[src/rtl/capture_ctrl.sv]
// capture_ctrl: oscilloscope acquisition sequencer.
//   Paces ADC sampling from a latched timebase, arms a level/slope trigger,
//   writes 2**ADDR_W consecutive samples to the frame RAM, then holds the
//   finished frame until the display side acknowledges it.
// Optional feature: define CAPTURE_AUTO_TRIG_EN to force a trigger after
//   AUTO_TO sample strobes in ARMED without a real edge.
// Ports:
//   sys_clk, rst           clock, synchronous active-high reset
//   td, trig_level,        timebase / trigger setup, latched on arm
//   trig_slope
//   arm, stop, frame_ack   control pulses
//   adc_data               ADC sample, used on strobe cycles only
//   wr_en/wr_addr/wr_data  registered frame RAM write port
//   busy, triggered,       registered status
//   frame_ready
`timescale 1ns/1ps

module capture_ctrl #(
  parameter int unsigned DATA_W   = 8,
  parameter int unsigned ADDR_W   = 9,
  parameter int unsigned DIV_BASE = 8,
  parameter int unsigned AUTO_TO  = 1024
) (
  input  logic              sys_clk,
  input  logic              rst,
  input  logic [1:0]        td,
  input  logic              arm,
  input  logic              stop,
  input  logic [DATA_W-1:0] trig_level,
  input  logic              trig_slope,
  input  logic [DATA_W-1:0] adc_data,
  input  logic              frame_ack,
  output logic              wr_en,
  output logic [ADDR_W-1:0] wr_addr,
  output logic [DATA_W-1:0] wr_data,
  output logic              busy,
  output logic              triggered,
  output logic              frame_ready
);

  // Largest period is DIV_BASE << 3, so P-1 always fits in CNT_W bits.
  localparam int unsigned      CNT_W     = $clog2(DIV_BASE * 8);
  localparam logic [ADDR_W-1:0] LAST_ADDR = '1;

  typedef enum logic [1:0] {S_IDLE, S_ARMED, S_CAPTURE, S_DONE} state_t;

  state_t              r_state;
  logic [CNT_W-1:0]    r_cnt;
  logic [1:0]          r_td;
  logic [DATA_W-1:0]   r_level;
  logic                r_slope;
  logic [DATA_W-1:0]   r_prev;
  logic                r_prev_valid;
  logic                r_wr_en;
  logic [ADDR_W-1:0]   r_wr_addr;
  logic [DATA_W-1:0]   r_wr_data;
  logic                r_busy;
  logic                r_triggered;
  logic                r_frame_ready;

  logic [CNT_W-1:0]    w_per_m1;
  logic                w_strobe;
  logic                w_edge;
  logic                w_timeout;
  logic                w_fire;
  logic [ADDR_W-1:0]   w_next_addr;

  assign w_per_m1    = CNT_W'((DIV_BASE << r_td) - 32'd1);
  assign w_strobe    = ((r_state == S_ARMED) || (r_state == S_CAPTURE)) && (r_cnt == w_per_m1);
  // The first strobe after arm only primes r_prev, so it can never fire.
  assign w_edge      = r_prev_valid &&
                       (r_slope ? ((r_prev > r_level) && (adc_data <= r_level))
                                : ((r_prev < r_level) && (adc_data >= r_level)));
  assign w_fire      = w_edge || w_timeout;
  assign w_next_addr = r_wr_addr + 1'b1;

`ifdef CAPTURE_AUTO_TRIG_EN
  localparam int unsigned ACNT_W = $clog2(AUTO_TO + 1);
  logic [ACNT_W-1:0] r_acnt;

  // Counts ARMED strobes; the AUTO_TO-th one is treated as the trigger.
  assign w_timeout = (r_acnt == ACNT_W'(AUTO_TO - 1));

  always_ff @(posedge sys_clk) begin
    if (rst) begin
      r_acnt <= '0;
    end else if ((r_state == S_IDLE) && arm && !stop) begin
      r_acnt <= '0;
    end else if ((r_state == S_ARMED) && w_strobe && !stop) begin
      r_acnt <= r_acnt + 1'b1;
    end
  end
`else
  assign w_timeout = 1'b0;
`endif

  always_ff @(posedge sys_clk) begin
    if (rst) begin
      r_state       <= S_IDLE;
      r_cnt         <= '0;
      r_td          <= '0;
      r_level       <= '0;
      r_slope       <= 1'b0;
      r_prev        <= '0;
      r_prev_valid  <= 1'b0;
      r_wr_en       <= 1'b0;
      r_wr_addr     <= '0;
      r_wr_data     <= '0;
      r_busy        <= 1'b0;
      r_triggered   <= 1'b0;
      r_frame_ready <= 1'b0;
    end else begin
      r_wr_en <= 1'b0;
      unique case (r_state)
        S_IDLE: begin
          if (arm && !stop) begin
            r_state      <= S_ARMED;
            r_cnt        <= '0;
            r_td         <= td;
            r_level      <= trig_level;
            r_slope      <= trig_slope;
            r_prev_valid <= 1'b0;
            r_busy       <= 1'b1;
          end
        end
        S_ARMED, S_CAPTURE: begin
          if (stop) begin
            r_state     <= S_IDLE;
            r_busy      <= 1'b0;
            r_triggered <= 1'b0;
          end else begin
            r_cnt <= w_strobe ? '0 : r_cnt + 1'b1;
            if (w_strobe) begin
              if (r_state == S_ARMED) begin
                r_prev       <= adc_data;
                r_prev_valid <= 1'b1;
                if (w_fire) begin
                  r_state     <= S_CAPTURE;
                  r_triggered <= 1'b1;
                  r_wr_en     <= 1'b1;
                  r_wr_addr   <= '0;
                  r_wr_data   <= adc_data;
                end
              end else begin
                r_wr_en   <= 1'b1;
                r_wr_addr <= w_next_addr;
                r_wr_data <= adc_data;
                if (w_next_addr == LAST_ADDR) begin
                  r_state       <= S_DONE;
                  r_busy        <= 1'b0;
                  r_frame_ready <= 1'b1;
                end
              end
            end
          end
        end
        S_DONE: begin
          if (frame_ack) begin
            r_state       <= S_IDLE;
            r_frame_ready <= 1'b0;
            r_triggered   <= 1'b0;
          end
        end
        default: r_state <= S_IDLE;
      endcase
    end
  end

  assign wr_en       = r_wr_en;
  assign wr_addr     = r_wr_addr;
  assign wr_data     = r_wr_data;
  assign busy        = r_busy;
  assign triggered   = r_triggered;
  assign frame_ready = r_frame_ready;

endmodule

[config.mk]
export PLATFORM = sky130hd
export DESIGN_NAME = capture_ctrl
export DESIGN_NICKNAME = d
export VERILOG_FILES = /design/src/rtl/capture_ctrl.sv
export SDC_FILE = /design/constraint.sdc
export NUM_CORES = 1
export LEC_CHECK = 0
export ABC_AREA = 1
export CAP_MARGIN = 10
export CORE_UTILIZATION = 35
export DETAILED_ROUTE_END_ITERATION = 16
export GPL_ROUTABILITY_DRIVEN = 0
export PLACE_DENSITY = 0.62
export SLEW_MARGIN = 20
export SYNTH_ARGS = -nofsm -noshare
export SYNTH_HDL_FRONTEND = slang
export SYNTH_SLANG_ARGS = --single-unit
[constraint.sdc]
create_clock -name sys_clk -period 2.1 [get_ports sys_clk]
set_input_delay 0.21 -clock sys_clk [delete_from_list [all_inputs] [get_ports sys_clk]]
set_output_delay 0.21 -clock sys_clk [all_outputs]
set_load 0.02 [all_outputs]
[Word-level counts from Yosys, hierarchy flattened]
Cells that the tools add are included.
Word-level totals
  input port bits: 24
  flip-flop bits (word level): 49
  output and inout port bits: 21
Cells by class
  bitwise operators: 3
  equal/unequal tests: 20
  shifts and indexed selects: 1
  $add $sub $neg: 3
  order comparisons: 4
  muxes and demuxes: 41
  reductions and logical operators: 21
Operators by type and width (number)
  2-to-1 mux 1 bit: 21
  AND reduction 5 bit: 4
  2-to-1 mux 6 bit: 3
  2-to-1 mux 9 bit: 2
  2-to-1 mux 8 bit: 2
  != test 2 bit, second input constant: 8
  != test 3 bit, second input constant: 5
  2-to-1 mux 2 bit: 7
  one-hot mux 6 bit (2 select lines): 1
  adder 9 x 1 -> 9 bit, second input constant: 1
  equality test 9 bit, second input constant: 1
  greater-or-equal comparator 8 bit: 1
  greater-than comparator 8 bit: 1
  less-or-equal comparator 8 bit: 1
  less-than comparator 8 bit: 1
  != test 4 bit, second input constant: 2
  one-hot mux 1 bit (2 select lines): 4
  AND reduction 4 bit: 2
  adder 6 x 1 -> 6 bit, second input constant: 1
  equality test 6 bit: 1
  one-hot mux 2 bit (3 select lines): 1
  AND reduction 6 bit: 1
  left shift 4 x 2 -> 6 bit, first input constant: 1
  subtractor 6 x 1 -> 6 bit, second input constant: 1
  other kinds (12): 20

[Depth between registers and ports, before layout]
Gate-level depths: netlist of the first run.
  depth after elaboration: 9
  mapped depth: 18
  mapped depth without buffers: 18

[Least setup slack after synthesis of the first run]
No wires, ideal clock.
  kind: register to register
  from: reg r_wr_addr[1], in the netlist wr_addr[1]
  to: reg r_state[0]
  path buffers: 0
  data required time: 1985 ps
  stages on the path, launching flop included: 12
  slack: 303 ps
  clock period less this slack: 1797 ps
  setup time: 115 ps
  data arrival time: 1682 ps
  cell sequence: dfxtp_1 -> ha_1 -> nand2_2 -> nor2_2 -> nand2_1 -> xor2_1 -> inv_1 -> nand4_2 -> a21oi_4 -> nand3_1 -> nand2_1 -> nor2_1
Between the ends
  longest elaborated chain between the ends: 4
RTL lines
  from (decl): line 55  | logic [ADDR_W-1:0] r_wr_addr;
  from (signal assigned): line 146  | r_wr_addr <= w_next_addr;
  adder 9 x 1 -> 9 bit: line 75  | assign w_next_addr = r_wr_addr + 1'b1;
  equality test 9 bit: line 148  | if (w_next_addr == LAST_ADDR) begin
  != test 4 bit (no line)
  AND reduction 5 bit (no line)
  to (signal assigned): line 149  | r_state <= S_DONE;
  to (signal assigned): line 159  | r_state <= S_IDLE;
  to (signal assigned): line 164  | default: r_state <= S_IDLE;
  to (decl): line 47  | state_t r_state;
No other way between the ends.
A chain may end at the register's enable or synchronous reset.

[Worst setup path after layout of the first run]
  from: reg r_level[7]
  to: reg r_state[1]
Between the ends
  longest elaborated chain between the ends: 6
  elaborated cells between the ends (all ways): 10
  classes of those cells: 4 x order compare; 1 x eq/ne; 1 x mux; 4 x reduce/logical
RTL lines
  from (decl): line 50  | logic [DATA_W-1:0] r_level;
  from (signal assigned): line 120  | r_level <= trig_level;
  less-than comparator 8 bit (tied with other cells): line 73  | : ((r_prev < r_level) && (adc_data >= r_level)));
  logical AND 1 bit (on tied branches): line 73, 72
  2-to-1 mux 1 bit (*): line 72  | (r_slope ? ((r_prev > r_level) && (adc_data <= r_level))
  logical AND 1 bit (*): line 71  | assign w_edge = r_prev_valid &&
  != test 4 bit (no line) (*)
  AND reduction 5 bit (no line) (*)
  to (signal assigned): line 99  | r_state <= S_IDLE;
  to (signal assigned): line 117  | r_state <= S_ARMED;
  to (signal assigned): line 128  | r_state <= S_IDLE;
Mark *: on every way between the ends. The rest lies on a longest branch, timed or not.

==> impl_metrics.toml, run 1 <==
[synth]
syn_area_per_cell_um2 = 7.05
synth_area_leaders = "dfxtp_1 (35%), nand2_1 (12%), ha_1 (10%)"
synth_ff_type = "dfxtp_1"
async_flop_share_pct = 0
synth_edf_count = 0
synthCells = 397
ys_types = 34
ys_warn_count = 0
yosys.area.top_type = "dfxtp_1"
ys_seq_area_share_pct = 35.1
ys_ff_latch = 49
synth_most_common_cell = "nand2_1"
syn_area_um2 = 2800
synth_top_area_share_pct = 35.1
synth_commonest_cells = "nand2_1 (91), dfxtp_1 (49), nor2_1 (44), a21oi_1 (43), inv_1 (40)"
synth_fp_nets = 444

[power]
p_int_mw = 1.76
leakage_nw = 1.45
combPwrFrac_pct = 42.6
power_density_nw_per_um2 = 821
switchingPower_mw = 1.15
ir_worst_vdd_uv = 395
seqPwrFrac_pct = 37.8
switching_share_pct = 39.4
clkPwrFrac_pct = 19.6

[layout]
drive_gt1_share_pct = 11.5
multi_input_area_um2 = 1600
fin_util_pct = 45.9
seqCellArea_um2 = 981
area_growth_pct = 26.8
fill_cells = 771
nets = 500
diodes = 0
finalInstanceArea_um2 = 3550

[floorplanning]
start_util_pct = 36.2
rows = 32
die_w_um = 91.4
die_h_um = 91.4
die_area_um2 = 8350
core_um2 = 7730
ios = 45

[timing]
fin_crit_sh_pct = 92.9
finalHoldViolations = 0
fmax_mhz = 513
slew_violations = 0
tightest_slew_ps = 409
grt_setup_unrepaired = "no"
relSlewSlack_pct = 72.7
finalCriticalPeriod_ps = 1950
skew_ps = 6.31
setup_viol = 0

[critical_path]
critical_path_class = "flop to flop"
required_ps = 2310
cp_max_fo = 4
reg2reg_depth = 14
startpoint_type = "flop"
startpoint = "r_level[7]"
r2r-start = "r_level[7]"
cp-end-kind = "flop"
crit_arrival_ps = 2160

[outcome]
status = "complete, no violations"

[routing]
drt_first_iter_violations = 88
wirelength_um = 6310
vias_per_cell = 4.63
final_antenna_net_count = 0
drc = 0
wl_per_cell_um = 11.3
dr.pass1.iters = 4
via_count = 2575

[clock_network]
cts_sinks = 49
hold_buffers = 0
worst_skew_pair.late_latency_ps = 300
numCtsBuffers = 5
clock_path_buffers = 2
cts_root_buf = "clkbuf_8"
cts_tree = "yes"
htreeDepth = 2
post_cts_resized = 1
clkSlewWorstSetupHoldPaths_ps = 100
cts_setup_buffers = 0

[grt]
grt_pass1_wl_um = 11000
grtUsageTotal_pct = 16.1
antenna_found_initial = 0
grt_max_degree = 23
grt_pass1_vias = 2425
grt-ovfl-total = 0

[run]
max-cap-violations = 0

[worst_hold_path]
hp-class = "flop to flop"
timing.hold.worst_path_depth = 2
min_from = "r_prev[0]"

[placed_design]
dp_hpwl_um = 4980
portBuffers = 44
placed_area_um2 = 3430
[critical path: stages, from the launching register on]
cell	delay [ps]
dfxtp_1	330
inv_2	80
ha_1	300
nand2_1	80
nor2_2	160
nand2_1	90
a21oi_1	140
nand2_1	60
nand2_1	70
nand3_2	90
buf_4	160
nand3_1	120
nand3_1	90
nand2_1	70
nor2_1	40
[registers in the layout, indices dropped and copies added (netlist names)]
name and cells:
busy 1, frame_ready 1, r_cnt 6, r_level 8
r_prev 8, r_prev_valid 1, r_slope 1, r_state 2
r_td 2, triggered 1, wr_addr 9, wr_data 8
wr_en 1
[power groups by stage]
| stage | Clock [mW] | Combinational [mW] | Sequential, mW |
|---|---|---|---|
| 2_1_floorplan | 0 | 0.849 | 1.14 |
| 3_3_place_gp | 0 | 1.20 | 1.12 |
| 3_5_place_dp | 0 | 1.22 | 1.12 |
| 4_1_cts | 0.599 | 1.23 | 1.10 |
| 5_1_grt | 0.625 | 1.42 | 1.11 |
| 6_report | 0.571 | 1.24 | 1.10 |
[routing by layer]
layer | part of all wire, % | wire length [µm] | up-vias | GRT usage (%)
met5 | 0 | 0 | - | 0
met4 | 1.2 | 78 | 0 | 4.89
met3 | 2.9 | 186 | 7 | 2.09
met2 | 46 | 2920 | 44 | 26.9
met1 | 49 | 3120 | 1128 | 21.5
li1 | - | - | 1396 | -
[metrics by stage]
stage / setup TNS [ps] / power, mW / setup WS [ps] / hold WS [ps] / cells
floorplan: 0 / 1.99 / 303 / 375 / 397
global placement: -924 / 2.32 / -97.8 / 448 / 548
detailed placement: -1890 / 2.34 / -156 / 456 / 548
CTS: 0 / 2.93 / 88.5 / 470 / 556
global route: 0 / 3.15 / 0.500 / 495 / 556
finish: 0 / 2.91 / 149 / 463 / 556
[placed cells by master (no fill, tap or decap), types with 2 or more instances in the layout]
master           Yosys  routed
nand3_1             23      23
clkinvlp_4           0       3
or2_1                5       5
nand2_1             91      91
nand2_4              1       2
nor2_1              44      42
nand4_1              7       7
xor2_1               6       6
a21oi_1             43      43
o21a_1               2       2
nor2_2               3       5
clkbuf_8             0       5
o21ai_0             13      13
nand2_2              4       3
buf_4                1      17
inv_2                8       9
dfxtp_1             49      49
nor3_1               2       2
ha_1                23      22
nand3_2              2       2
clkdlybuf4s50_1      0      44
inv_1               40      39
nor2_4               2       2
xnor2_1              2       2
nand3b_1             5       5
a211oi_1             2       2
[layout make-up]
type / count / area share [%]
Clock inverter: 3 / 0.635
Clock buffer: 5 / 1.94
Multi-Input combinational cell: 287 / 45.0
Inverter: 49 / 5.19
Sequential cell: 49 / 27.7
Timing Repair Buffer: 61 / 16.0
Tap cell: 102 / 3.60
[final timing paths]
kind	slack, ps	to
min reg2reg	460	r_prev[0]
max	150	r_state[1]
min	460	r_prev[0]
max reg2reg	150	r_state[1]
[logic make-up after synthesis]
group                      share of synthesized area, %
buffers and inverters                              8.72
DFF                                                35.1
and+or+nand+nor                                    30.8
xor gates and xnor gates                           2.50
AOI/OAI and AO/OA                                  12.7
adders and majority gates                          10.3
Note: power is estimated with default switching activity, not from simulation.
==> run 2: changes to the inputs <==
Clock period 2.1 ns to 1.8 ns, I/O delays scaled along.
==> run 2 against run 1 <==
Against the previous run: the run now ends with negative setup slack left; routed wire length rose by 15%; sequential power is 17% higher; clock-buffer cell count unchanged; non-clock buffer count increased by 28; global-route usage grew 1.0 points; final cell count grew 5.0%; via count increased by 8.5%; combinational power is 63% higher.
==> impl_metrics.toml, run 2 (synthesis results as in run 1) <==
[outcome]
status = "finished with violations"
violations = "negative setup slack"

[layout]
fill_cells = 711
finalInstanceArea_um2 = 4230
diodes = 0
layout_commonest_cell = "nand2_1"
fin_util_pct = 54.8
area_growth_pct = 51.3
final_cell_mix = "nand2_1 (74), clkdlybuf4s50_1 (44), buf_4 (39)"
drive_gt1_share_pct = 32.6
largest_register_ffs = 9
nets = 529

[power]
leakage_nw = 1.67
seqPwrFrac_pct = 31.6
ir_worst_vdd_uv = 494
switchingPower_mw = 1.57
clkPwrFrac_pct = 19.0
p_int_mw = 2.51
switching_share_pct = 38.5
power_density_nw_per_um2 = 966
combPwrFrac_pct = 49.4

[critical_path]
cp_max_fo = 8
required_ps = 2030
cp-end-kind = "flop"
path_buf_inv = 2
cpPeakStageDelay_ps = 330
startpoint_type = "flop"
cpMostUsedCell = "nand2_1"
critical_path_class = "flop to flop"
cp_slowest_cell = "dfxtp_2"
crit_chain = "inv_2, ha_4, nand2_1, nor2_4, nand3_2, nor2_2, a21oi_2, nand2_1, nand2_1, nand3_2, nand2_4, buf_6, nand3b_1, nand2_1, nor2_1"
critPathTopFamily = "simple AND/OR/NAND/NOR gates"
crit_arrival_ps = 2160

[floorplanning]
ios = 45
core_um2 = 7730
die_w_um = 91.4
start_util_pct = 36.2
rows = 32
die_area_um2 = 8350
die_h_um = 91.4

[grt]
grt_max_degree = 23
use_met1_pct = 21.7
grt_pass1_wl_um = 11700
use_met2_pct = 29.6
top_usage_layer = "met2"
grt_pass1_vias = 2628
antenna_found_initial = 0
grtUsageTotal_pct = 17.2
use_met3_pct = 3.27
grt-ovfl-total = 0

[routing]
final_antenna_net_count = 0
wl_per_cell_um = 12.4
via_count = 2794
wirelength_um = 7240
dr.pass1.iters = 4
drc = 0
drt_first_iter_violations = 102
vias_per_cell = 4.78

[timing]
fmax_mhz = 520
relSlewSlack_pct = 76.8
tightest_slew_ps = 345
finalHoldViolations = 0
setup_viol = 21
slew_violations = 0
skew_ps = 12.8
fin_setup_tns_ps = -1570
timing.final.ws_setup_ps = -124
fin_crit_sh_pct = 107
finalCriticalPeriod_ps = 1920
grt_setup_unrepaired = "yes"

[clock_network]
clock_path_buffers = 2
clkSlewWorstSetupHoldPaths_ps = 90
hold_buffers = 0
cts_tree = "yes"
cts_root_buf = "clkbuf_8"
htreeDepth = 2
worst_skew_pair.late_latency_ps = 310
cts_sinks = 49
numCtsBuffers = 5

[placed_design]
placed_area_um2 = 3580
dpl_worst_slack_ps = -422
dp_hpwl_um = 4970
portBuffers = 44

[run]
max-cap-violations = 0

[worst_hold_path]
hp-class = "flop to flop"
## run 2: cell types whose count changed in the layout (fill, tap and decap cells not counted), sizes merged
cell and delta:
clkinvlp -3, buf +27, nand2 +1, clkinv +1
clkbuf +1, bufinv +1
## run 2: metrics by stage
| step | cells | total power, mW | hold WS (ps) |
|---|---|---|---|
| 6_report | 584 | 4.09 | 470 |
| 3_3_place_gp | 568 | 2.81 | 450 |
| 2_1_floorplan | 397 | 2.32 | 345 |
| 4_1_cts | 576 | 3.72 | 472 |
| 3_5_place_dp | 568 | 2.83 | 459 |
| 5_1_grt | 584 | 4.39 | 490 |
## run 2: power groups by stage
| stage | Sequential, mW | Combinational [mW] | Clock, mW |
|---|---|---|---|
| floorplan | 1.33 | 0.990 | 0 |
| global placement | 1.29 | 1.52 | 0 |
| detailed placement | 1.29 | 1.54 | 0 |
| CTS | 1.28 | 1.64 | 0.798 |
| global route | 1.31 | 2.25 | 0.833 |
| finish | 1.29 | 2.02 | 0.776 |
## run 2: worst reg2reg max path, stage by stage (launching register included)
cell      delay [ps]
dfxtp_2          330
inv_2             60
ha_4             270
nand2_1          100
nor2_4           150
nand3_2           80
nor2_2           130
a21oi_2           40
nand2_1           70
nand2_1           60
nand3_2          110
nand2_4          100
buf_6            150
nand3b_1          70
nand2_1           60
nor2_1           100
## run 2: final timing paths
| check | from | end | slack [ps] | depth (start not counted) |
|---|---|---|---|---|
| setup / recovery | r_level[5] | wr_data[3] | -120 | 15 |
| hold / removal | frame_ready | frame_ready | 470 | 2 |
| setup reg to reg | r_level[5] | wr_data[3] | -120 | 15 |
| hold reg to reg | frame_ready | frame_ready | 470 | 2 |
## run 2: cell type report
| cell class | instances | area [µm²] | share of cell area, % |
|---|---|---|---|
| clock buffer | 5 | 68.8 | 1.63 |
| clock inverter | 2 | 35.0 | 0.828 |
| inverter | 49 | 194 | 4.58 |
| multi-input combinational | 288 | 1980 | 46.9 |
| sequential | 49 | 995 | 23.5 |
| tap | 102 | 128 | 3.02 |
| timing repair buffer | 89 | 827 | 19.5 |
## run 2: timing repair
action | 4_1_cts | 5_1_grt
hold endpoints to repair | 0 | 0
endpoints found under the setup margin | 21 | 37
buffers inserted | 1 | 6
resized for setup | 32 | 75
gates cloned | 0 | 2
pin swaps | 6 | 27
## run 2: routing by layer
layer / vias up / wire (µm)
li1: 1446 / -
met1: 1310 / 3410
met3: 6 / 205
met5: - / 0
met2: 32 / 3560
met4: 0 / 61
